### src/rtl/context_save_restore.sv
// Context-switch bus master: copies a register-bank range to data
// memory (SAVE) or reloads it from memory into the bank (RESTORE).
module context_save_restore #(
    parameter int FIRST_REG = 1,
    parameter int LAST_REG  = 26,
    parameter int RD_LAT    = 1
) (
    input  logic        clock,
    input  logic        reset,
    input  logic        start,
    input  logic        mode,
    input  logic [31:0] base_addr,
    output logic        busy,
    output logic        done,
    output logic [4:0]  rf_read_addr,
    input  logic [31:0] rf_read_data,
    output logic [4:0]  rf_write_reg,
    output logic [31:0] rf_write_data,
    output logic        rf_write_en,
    output logic [31:0] mem_addr,
    output logic [31:0] mem_wdata,
    output logic        mem_req,
    output logic        mem_we,
    input  logic [31:0] mem_rdata,
    input  logic        mem_ack
);
    typedef enum logic [2:0] {
        IDLE, SV_RD, SV_WAIT, SV_MEM, RS_MEM, RS_WR, DONE
    } state_t;

    localparam logic [4:0] FIRST = 5'(FIRST_REG);
    localparam logic [4:0] LAST  = 5'(LAST_REG);

    state_t      r_state;
    logic [4:0]  r_idx;
    logic [31:0] r_base;
    logic [7:0]  r_lat;
    logic        r_busy;
    logic        r_done;
    logic [4:0]  r_rd_addr;
    logic [4:0]  r_wr_reg;
    logic [31:0] r_wr_data;
    logic        r_wr_en;
    logic [31:0] r_mem_addr;
    logic [31:0] r_mem_wdata;
    logic        r_mem_req;
    logic        r_mem_we;

    logic [4:0]  w_idx_nxt;
    logic [31:0] w_addr_cur;
    logic [31:0] w_addr_nxt;
    logic        w_last;

    // Slot offset is relative to FIRST_REG; the 32-bit sum wraps freely
    assign w_idx_nxt  = r_idx + 5'd1;
    assign w_addr_cur = r_base + {27'd0, r_idx - FIRST};
    assign w_addr_nxt = r_base + {27'd0, w_idx_nxt - FIRST};
    assign w_last     = (r_idx == LAST);

    always_ff @(posedge clock) begin
        if (!reset) begin
            r_state     <= IDLE;
            r_idx       <= FIRST;
            r_base      <= '0;
            r_lat       <= '0;
            r_busy      <= 1'b0;
            r_done      <= 1'b0;
            r_rd_addr   <= '0;
            r_wr_reg    <= '0;
            r_wr_data   <= '0;
            r_wr_en     <= 1'b0;
            r_mem_addr  <= '0;
            r_mem_wdata <= '0;
            r_mem_req   <= 1'b0;
            r_mem_we    <= 1'b0;
        end else begin
            r_done <= 1'b0;
            unique case (r_state)
                IDLE: begin
                    if (start) begin
                        r_base <= base_addr;
                        r_idx  <= FIRST;
                        r_busy <= 1'b1;
                        if (!mode) begin
                            r_rd_addr <= FIRST;
                            r_state   <= SV_RD;
                        end else begin
                            r_mem_addr <= base_addr;
                            r_mem_req  <= 1'b1;
                            r_mem_we   <= 1'b0;
                            r_state    <= RS_MEM;
                        end
                    end
                end
                SV_RD: begin
                    r_lat   <= 8'd1;
                    r_state <= SV_WAIT;
                end
                SV_WAIT: begin
                    if (r_lat >= 8'(RD_LAT)) begin
                        r_mem_wdata <= rf_read_data;
                        r_mem_addr  <= w_addr_cur;
                        r_mem_req   <= 1'b1;
                        r_mem_we    <= 1'b1;
                        r_state     <= SV_MEM;
                    end else begin
                        r_lat <= r_lat + 8'd1;
                    end
                end
                SV_MEM: begin
                    if (mem_ack) begin
                        r_mem_req <= 1'b0;
                        r_mem_we  <= 1'b0;
                        if (w_last) begin
                            r_done  <= 1'b1;
                            r_busy  <= 1'b0;
                            r_state <= DONE;
                        end else begin
                            r_idx     <= w_idx_nxt;
                            r_rd_addr <= w_idx_nxt;
                            r_state   <= SV_RD;
                        end
                    end
                end
                RS_MEM: begin
                    if (mem_ack) begin
                        r_mem_req <= 1'b0;
                        r_wr_data <= mem_rdata;
                        r_wr_reg  <= r_idx;
                        r_wr_en   <= 1'b1;
                        r_state   <= RS_WR;
                    end
                end
                RS_WR: begin
                    r_wr_en <= 1'b0;
                    if (w_last) begin
                        r_done  <= 1'b1;
                        r_busy  <= 1'b0;
                        r_state <= DONE;
                    end else begin
                        r_idx      <= w_idx_nxt;
                        r_mem_addr <= w_addr_nxt;
                        r_mem_req  <= 1'b1;
                        r_state    <= RS_MEM;
                    end
                end
                DONE: r_state <= IDLE;
                default: r_state <= IDLE;
            endcase
        end
    end

    assign busy          = r_busy;
    assign done          = r_done;
    assign rf_read_addr  = r_rd_addr;
    assign rf_write_reg  = r_wr_reg;
    assign rf_write_data = r_wr_data;
    assign rf_write_en   = r_wr_en;
    assign mem_addr      = r_mem_addr;
    assign mem_wdata     = r_mem_wdata;
    assign mem_req       = r_mem_req;
    assign mem_we        = r_mem_we;
endmodule
### config.mk
export PLATFORM = sky130hd
export DESIGN_NAME = context_save_restore
export DESIGN_NICKNAME = d
export VERILOG_FILES = /design/src/rtl/context_save_restore.sv
export SDC_FILE = /design/constraint.sdc
export NUM_CORES = 1
export LEC_CHECK = 0
export ABC_AREA = 1
export CELL_PAD_IN_SITES_DETAIL_PLACEMENT = 0
export CELL_PAD_IN_SITES_GLOBAL_PLACEMENT = 2
export CORE_MARGIN = 3
export CORE_UTILIZATION = 26
export DETAILED_ROUTE_END_ITERATION = 8
export GPL_ROUTABILITY_DRIVEN = 0
export PLACE_DENSITY = 0.82
export REMOVE_ABC_BUFFERS = 1
export SLEW_MARGIN = 40
export SYNTH_ARGS = -nofsm -noshare
export SYNTH_HDL_FRONTEND = slang
export SYNTH_SLANG_ARGS = --single-unit
### constraint.sdc
create_clock -name clock -period 3.1 [get_ports clock]
set_input_delay 0.62 -clock clock [delete_from_list [all_inputs] [get_ports clock]]
set_output_delay 0.62 -clock clock [all_outputs]
set_load 0.005 [all_outputs]
==> results of run 1 <==
cells by family after synthesis:
kind of cell               share of synthesized area, %
DFF                                               42.34
AOI/OAI and AO/OA                                 16.04
xor gates and xnor gates                          1.964
and+or+nand+nor                                   30.67
buffers and inverters                             7.056
adders and majority gates                         1.930
synthesized netlist by cell type:
master	instances
a2111oi_0	1
a211oi_1	2
a21o_1	1
a21oi_1	111
a21oi_2	16
and2_1	2
buf_1	3
buf_2	13
buf_4	1
buf_6	4
buf_8	1
clkbuf_1	34
clkinv_1	1
dfxtp_1	159
fa_1	1
ha_1	10
inv_1	61
inv_2	7
nand2_1	213
nand2_2	20
nand2_4	2
nand3_1	102
nand3_2	2
nand3_4	1
nand4_1	11
nor2_1	176
nor2_2	1
nor2_4	2
nor3_1	5
o211a_1	1
o211ai_1	2
o21ai_0	84
o21ai_1	5
o21ai_2	1
or2_2	1
or2_4	1
xnor2_1	4
xor2_1	11
xor2_2	1
through the flow:
stage,setup TNS [ns],instances,total power [mW]
floorplan,0,1018,4.860
global placement,0,1629,6.613
detailed placement,0,1629,6.599
CTS,0,1661,8.847
global route,-0.02076,1661,9.402
finish,0,1661,8.762
critical path, cell delays in order (launching register included):
cell and delay (ns):
dfxtp_2 0.37, inv_1 0.07, ha_1 0.32, nand2_1 0.07, o21ai_2 0.08, nand2_1 0.12, nor2_2 0.13, nand2_1 0.07
xor2_1 0.18, ha_1 0.39, nand2_2 0.10, nor2_2 0.12, nand2_1 0.07, o21ai_2 0.19, buf_4 0.15, xor2_1 0.14
nand2_1 0.07, a21oi_1 0.14
power breakdown:
part | internal, mW | switching (mW)
logic | 1.54 | 2.02
registers | 2.58 | 0.399
clock network | 1.17 | 1.05
per-layer routing:
layer | up-vias | GRT usage (%) | share of wire, %
met1 | 3518 | 21.50 | 45
met3 | 22 | 3.548 | 4.2
met4 | 0 | 4.124 | 1.4
li1 | 3912 | - | -
met5 | - | 0 | 0
met2 | 171 | 28.30 | 49
layout make-up:
| class | instances | share of cell area (%) |
|---|---|---|
| flip-flops and latches | 159 | 29.84 |
| clock buffers | 17 | 3.984 |
| multi-input cells | 790 | 36.15 |
| well taps | 378 | 4.429 |
| inverters | 69 | 2.425 |
| repair buffers | 233 | 21.39 |
| clock inverters | 15 | 1.781 |
final timing paths:
check | from | endpoint | slack, ns | depth (start not counted)
max reg2reg | r_idx[0] | mem_addr[12] | 0.26 | 17
max | r_idx[0] | mem_addr[12] | 0.26 | 17
min | r_lat[7] | r_lat[7] | 0.44 | 2
min reg2reg | r_lat[7] | r_lat[7] | 0.44 | 2
timing repair:
action / 4_1_cts / 5_1_grt
gates resized for setup: 1 / 19
setup endpoints to repair: 2 / 27
pin swaps: 0 / 2
==> run_results.csv, run 1 <==
group,metric,value,unit
detailed_routing,drt_iter0_markers,556,
grt,grt_pass1_vias,7408,
sta,tightest_slew,0.8363,ns
synth,yosys-top-cells-area,"dfxtp_1 (42%), nand2_1 (11%), nor2_1 (8.8%)",
place,post-place-ws,0.01257,ns
final_layout,design_area,10680,µm²
grt,grt_max_degree,81,
detailed_routing,drtPass1Iterations,5,
die,die_x,176.1,µm
sta,whs,0.4407,ns
power_and_ir_drop,power_leakage,4.031,nW
synth,ys_seq_area_share,42.34,%
worst_setup_path,cp-end-kind,"flip-flop",
sta,slew_headroom,44.25,%
die,core_area,28160,µm²
worst_setup_path,critPathArrivalTime,3.20,ns
detailed_routing,drc,0,
sta,clock.fmax,351.9,MHz
synth,ys_warn_count,0,
grt,antenna_found_initial,0,
cts,clock_latency,0.43,ns
detailed_routing,via_per_inst,4.589,
final_layout,final_nets,1382,
cts,cts_setup_buffers,0,
detailed_routing,ant_nets,0,
sta,report.final.slew_viol_count,0,
worst_setup_path,crit_type,"reg -> reg",
synth,synth_seq_cells,159,
cts,cts_hold_buf,0,
cts,cts_buffers,17,
sta,hold_viol_final,0,
final_layout,drive_gt1_share,9.899,%
power_and_ir_drop,power_density,820.4,nW/µm²
cts,clk_pin_slew,0.07,ns
sta,fin_skew,0.01220,ns
cts,cts_root_buf,"clkbuf_16",
die,die_h,176.1,µm
worst_setup_path,cp-start-kind,"flip-flop",
die,initial_core_util,26.70,%
cts,htreeDepth,4,
place,io_buffer_count,211,
grt,grt_pass1_wl,41210,µm
synth,yosys.area.top_type_share,42.34,%
die,io_pins,212,
sta,fin_crit,2.842,ns
detailed_routing,routed_wl,26030,µm
final_layout,area_growth,42.04,%
final_layout,antennaDiodeCount,0,
detailed_routing,vias,7623,
power_and_ir_drop,ir_drop,334.6,µV
sta,setup_slack,0.2582,ns
final_layout,multiInputGateArea,3860,µm²
die,rows,61,
place,dp_hpwl,18690,µm
grt,grt_overflow,0,
outcome,status,"finished clean",
synth,syn_area,7518,µm²
place,dpl_cell_area,10000,µm²
synth,synth_top_area_cell,"dfxtp_1",
min_path,hold_path_class,"reg -> reg",
sta,period_share,91.67,%
final_layout,layout_commonest_cell,"clkdlybuf4s50_1",
final_layout,fillCellCount,2986,
final_layout,fin_util,37.92,%
synth,synthDistinctLibCells,39,
final_layout,register_area,3187,µm²
final_layout,layout_common_cells,"clkdlybuf4s50_1 (210), nand2_1 (207), nor2_1 (173), dfxtp_1 (156), a21oi_1 (111)",
die,die_area,30990,µm²
cts,clock_sinks,159,
worst_setup_path,required,3.46,ns
sta,setup_viol,0,
grt,gr-usage-all-layers,16.63,%
cts,cts_buffer_depth,2,
cts,cts_tree,"built",
detailed_routing,wl_per_cell,15.67,µm
synth,synthCells,1074,
worst_setup_path,critPathMaxFanout,5,
flow_run,max_cap_viol_count,0,
synth,syn_area_per_cell,7.000,µm²
Power figures use the tool's default switching activity.
==> run 2: changes to the inputs <==
- MAX_ROUTING_LAYER: default -> met4
==> run 2 against run 1 <==
Design area did not move; combinational power barely moved; via count fell by 0.29%; global-route usage rose by 0.45 points; clock-buffer cell count did not move; sequential share of layout area did not move; sequential power barely moved; maximum frequency barely moved.
==> run_results.csv, run 2 (synthesis results as in run 1) <==
group,metric,value,unit
detailed_routing,ant_nets,0,
sta,fin_crit,2.844,ns
cts,htreeDepth,4,
grt,grt_pass1_vias,7410,
grt,gr-usage-all-layers,17.09,%
min_path,min_to,"r_lat[7]",
grt,grt_pass1_wl,41220,µm
cts,clock_sinks,159,
cts,cts_buffers,17,
detailed_routing,drt_iter0_markers,504,
worst_setup_path,cp-start-kind,"flip-flop",
final_layout,drive_gt1_share,9.899,%
worst_setup_path,r2r_end,"mem_addr[12]",
detailed_routing,wl_per_cell,15.66,µm
sta,slew_headroom,44.46,%
sta,fin_skew,0.01330,ns
detailed_routing,vias,7601,
sta,whs,0.4410,ns
detailed_routing,via_per_inst,4.576,
worst_setup_path,worstReg2RegStart,"r_idx[0]",
worst_setup_path,worst-r2r-setup-slack,0.26,ns
place,io_buffer_count,211,
worst_setup_path,cp-end-kind,"flip-flop",
die,core_area,28160,µm²
min_path,hold_path_class,"reg -> reg",
worst_setup_path,r2r_cells,17,
final_layout,layoutNonFillerInstCount,1661,
sta,hold_viol_final,0,
grt,antenna_found_initial,0,
die,die_h,176.1,µm
cts,clock_latency,0.43,ns
final_layout,layout_commonest_cell,"clkdlybuf4s50_1",
grt,grt_overflow,0,
power_and_ir_drop,power_density,820.5,nW/µm²
sta,tightest_slew,0.8331,ns
place,dp_hpwl,18690,µm
place,place_inst,1629,
min_path,hp-start,"r_lat[7]",
detailed_routing,drc,0,
final_layout,antennaDiodeCount,0,
outcome,status,"finished clean",
cts,cts_hold_buf,0,
sta,clock.fmax,351.7,MHz
die,initial_core_util,26.70,%
cts,cts_setup_buffers,0,
cts,clk_pin_slew,0.07,ns
place,dpl_cell_area,10000,µm²
final_layout,layout_common_cells,"clkdlybuf4s50_1 (210), nand2_1 (207), nor2_1 (173), dfxtp_1 (156), a21oi_1 (111)",
final_layout,fillCellCount,2986,
grt,grt_max_degree,81,
worst_setup_path,critPathMaxFanout,5,
final_layout,design_area,10680,µm²
worst_setup_path,crit_type,"reg -> reg",
final_layout,area_growth,42.04,%
sta,setup_viol,0,
die,die_x,176.1,µm
cts,cts_buffer_depth,2,
min_path,worstHoldPathCells,2,
detailed_routing,routed_wl,26010,µm
die,io_pins,212,
worst_setup_path,required,3.46,ns
power_and_ir_drop,power_leakage,4.031,nW
worst_setup_path,critPathArrivalTime,3.20,ns
flow_run,max_cap_viol_count,0,
power_and_ir_drop,ir_drop,335.1,µV
final_layout,final_nets,1382,
die,rows,61,
sta,tns,0,ns
detailed_routing,drtPass1Iterations,5,
sta,period_share,91.73,%
die,die_area,30990,µm²
final_layout,fin_util,37.92,%
cts,cts_tree,"built",
cts,cts_root_buf,"clkbuf_16",
sta,report.final.slew_viol_count,0,
[run 2: cell counts in the layout (fill, tap and decap cells not counted)]
No cell type changed its count.
[run 2: layout make-up]
type / count / area [µm²] / share of cell area, %
Inverter: 69 / 259.0 / 2.425
Clock buffer: 17 / 425.4 / 3.984
Clock inverter: 15 / 190.2 / 1.781
Tap cell: 378 / 473.0 / 4.429
Multi-Input combinational cell: 790 / 3860 / 36.15
Timing Repair Buffer: 233 / 2285 / 21.39
Sequential cell: 159 / 3187 / 29.84
[run 2: power by group]
group	leakage, nW	switching [mW]	internal (mW)	total [mW]
Combinational	2.43	2.02	1.54	3.56
Clock	0.302	1.05	1.17	2.22
Sequential	1.30	0.397	2.58	2.98
[run 2: layer usage]
layer	vias to the layer above	GRT usage [%]	share of wire (%)
met4	0	4.124	1.3
met5	-	-	0
li1	3907	-	-
met2	142	28.21	50
met3	18	3.204	3.5
met1	3534	21.70	46
[run 2: what timing repair did]
action | CTS | global route
pin swaps | 0 | 2
gates resized for setup | 1 | 19
setup endpoints to repair | 2 | 27
[run 2: worst max-delay path by stage]
| stage | startpoint | endpoint | slack, ns | cells past startpoint |
|---|---|---|---|---|
| 3_3_place_gp | r_idx[1] | mem_addr[12] | 0.005 | 15 |
| 2_1_floorplan | r_idx[0] | mem_addr[28] | 0.30 | 18 |
| 4_1_cts | r_idx[0] | mem_addr[22] | 0.04 | 17 |
| 3_5_place_dp | r_idx[0] | mem_addr[28] | 0.01 | 19 |
| 6_report | r_idx[0] | mem_addr[12] | 0.26 | 17 |
| 5_1_grt | r_idx[0] | mem_addr[12] | -0.01 | 17 |
[run 2: critical path, cell delays in order (launching register included)]
cell     delay [ns]
dfxtp_2        0.36
inv_1          0.07
ha_1           0.31
nand2_1        0.07
o21ai_2        0.08
nand2_1        0.12
nor2_2         0.13
nand2_1        0.07
xor2_1         0.18
ha_1           0.39
nand2_2        0.10
nor2_2         0.13
nand2_1        0.07
o21ai_2        0.19
buf_4          0.15
xor2_1         0.14
nand2_1        0.07
a21oi_1        0.14
[run 2: per-stage QoR]
stage	power, mW	worst slack, ns
final	8.762	0.2564
after global routing	9.400	-0.01190
after CTS	8.847	0.04418
after detailed placement	6.599	0.01257
after global placement	6.613	0.005144
after floorplan	4.860	0.2959
==> run 3: changes to the inputs <==
- PLACE_DENSITY: 0.82 -> 0.83
==> run 3 against run 2 <==
Maximum frequency rose by 0.45%; first-iteration DRC count rose by 4.0%; design area barely moved; register-to-register slack barely moved; setup slack improved by 0.013 ns; clock power rose by 6%; flip-flop and latch count did not move; via count barely moved; largest cell class unchanged; largest power group unchanged.
==> run_results.csv, run 3 (synthesis results as in run 1) <==
group,metric,value,unit
worst_setup_path,critPathMaxFanout,5,
die,die_h,176.1,µm
outcome,status,"finished clean",
worst_setup_path,worst-r2r-setup-slack,0.27,ns
sta,hold_viol_final,0,
cts,cts_tree,"built",
cts,clk_pin_slew,0.07,ns
die,core_area,28160,µm²
sta,fin_crit,2.831,ns
cts,cts_root_buf,"clkbuf_16",
grt,grt_overflow,0,
worst_setup_path,r2r_cells,17,
final_layout,drive_gt1_share,9.516,%
detailed_routing,via_per_inst,4.579,
detailed_routing,drt_iter0_markers,524,
detailed_routing,wl_met2,12410,µm
flow_run,max_cap_viol_count,0,
die,die_area,30990,µm²
place,io_buffer_count,211,
grt,grt_max_degree,81,
die,rows,61,
sta,slew_headroom,47.50,%
detailed_routing,drc,0,
cts,clock_sinks,159,
power_and_ir_drop,ir_drop,299.6,µV
worst_setup_path,cp-end-kind,"flip-flop",
final_layout,fillCellCount,2954,
die,io_pins,212,
detailed_routing,wl_met3,1098,µm
grt,gr-usage-all-layers,16.98,%
grt,antenna_found_initial,1,
cts,htreeDepth,4,
cts,cts_buffers,17,
power_and_ir_drop,p_total,8.895,mW
detailed_routing,top_layer,"met4",
detailed_routing,routed_wl,25950,µm
place,dpl_cell_area,9990,µm²
die,die_x,176.1,µm
min_path,hold_path_class,"reg -> reg",
grt,grt_pass1_vias,7434,
detailed_routing,vias,7605,
final_layout,fin_util,37.94,%
detailed_routing,ant_nets,0,
sta,whs,0.4425,ns
sta,tns,0,ns
detailed_routing,wl_met1,12080,µm
final_layout,layoutNonFillerInstCount,1661,
power_and_ir_drop,power_leakage,4.035,nW
cts,clock_latency,0.44,ns
final_layout,design_area,10690,µm²
sta,clock.fmax,353.2,MHz
place,place_inst,1627,
final_layout,layout_common_cells,"clkdlybuf4s50_1 (210), nand2_1 (209), nor2_1 (175), dfxtp_1 (155), a21oi_1 (111)",
sta,setup_viol,0,
die,initial_core_util,26.70,%
sta,period_share,91.32,%
detailed_routing,wl_per_cell,15.62,µm
grt,grt_pass1_wl,40830,µm
sta,setup_slack,0.2690,ns
sta,fin_skew,0.01167,ns
worst_setup_path,critPathArrivalTime,3.19,ns
final_layout,layout_commonest_cell,"clkdlybuf4s50_1",
worst_setup_path,cp-start-kind,"flip-flop",
min_path,worstHoldPathCells,2,
place,post-place-ws,0.03884,ns
worst_setup_path,crit_type,"reg -> reg",
sta,report.final.slew_viol_count,0,
final_layout,area_growth,42.14,%
detailed_routing,drtPass1Iterations,5,
cts,cts_buffer_depth,2,
cts,cts_hold_buf,0,
worst_setup_path,required,3.46,ns
sta,tightest_slew,0.7875,ns
power_and_ir_drop,power_density,832.4,nW/µm²
final_layout,final_nets,1381,
place,dp_hpwl,18240,µm
run 3: cell count changes in the layout (fill, tap and decap cells not counted), moves of 2 or more:
cell       change
inv_8          -3
clkinv_8       -3
nand2_1        +2
bufinv_16      +3
o21ai_1        +3
inv_6          +3
nand2_4        -2
o21ai_0        -2
nor2_2         -2
nor2_1         +2
run 3: power by group:
group	total (mW)	switching [mW]	internal, mW	leakage, nW
sequential	2.98	0.392	2.58	1.30
combinational	3.56	2.01	1.55	2.42
clock	2.36	0.980	1.38	0.319
run 3: timing repair:
item,in CTS,in global routing
gates resized for setup,1,15
pin swaps,0,2
setup buffers,0,1
endpoints found under the setup margin,1,27
run 3: worst max-delay path, stage by stage (launching register included):
cell	delay, ns
dfxtp_2	0.37
inv_1	0.11
ha_4	0.29
nand2_1	0.06
o21ai_2	0.08
nand2_1	0.11
nor2_2	0.13
nand2_1	0.07
xor2_1	0.16
ha_1	0.35
nand2_1	0.10
nor2_1	0.14
nand2_1	0.06
o21ai_1	0.17
buf_4	0.15
xor2_1	0.17
nand2_1	0.08
a21oi_1	0.15
run 3: path summary, 6_finish.rpt:
| path | end | start |
|---|---|---|
| min | r_lat[6] | r_lat[6] |
| max | mem_addr[12] | r_idx[0] |
| max reg2reg | mem_addr[12] | r_idx[0] |
| min reg2reg | r_lat[6] | r_lat[6] |
run 3: layout make-up:
class,count,area [µm²],area share (%)
Tap cell,378,473.0,4.426
Multi-Input combinational cell,790,3841,35.94
Antenna cell,1,2.502,0.02342
Inverter,69,259.0,2.424
Sequential cell,159,3188,29.83
Timing Repair Buffer,232,2277,21.31
Clock buffer,17,425.4,3.981
Clock inverter,15,220.2,2.061
run 3: routing by layer:
metal  vias to the layer above  track usage, %
met2                       189           27.66
met1                      3494           21.66
met5                         -               -
met3                        22           3.656
met4                         0           3.959
li1                       3900               -
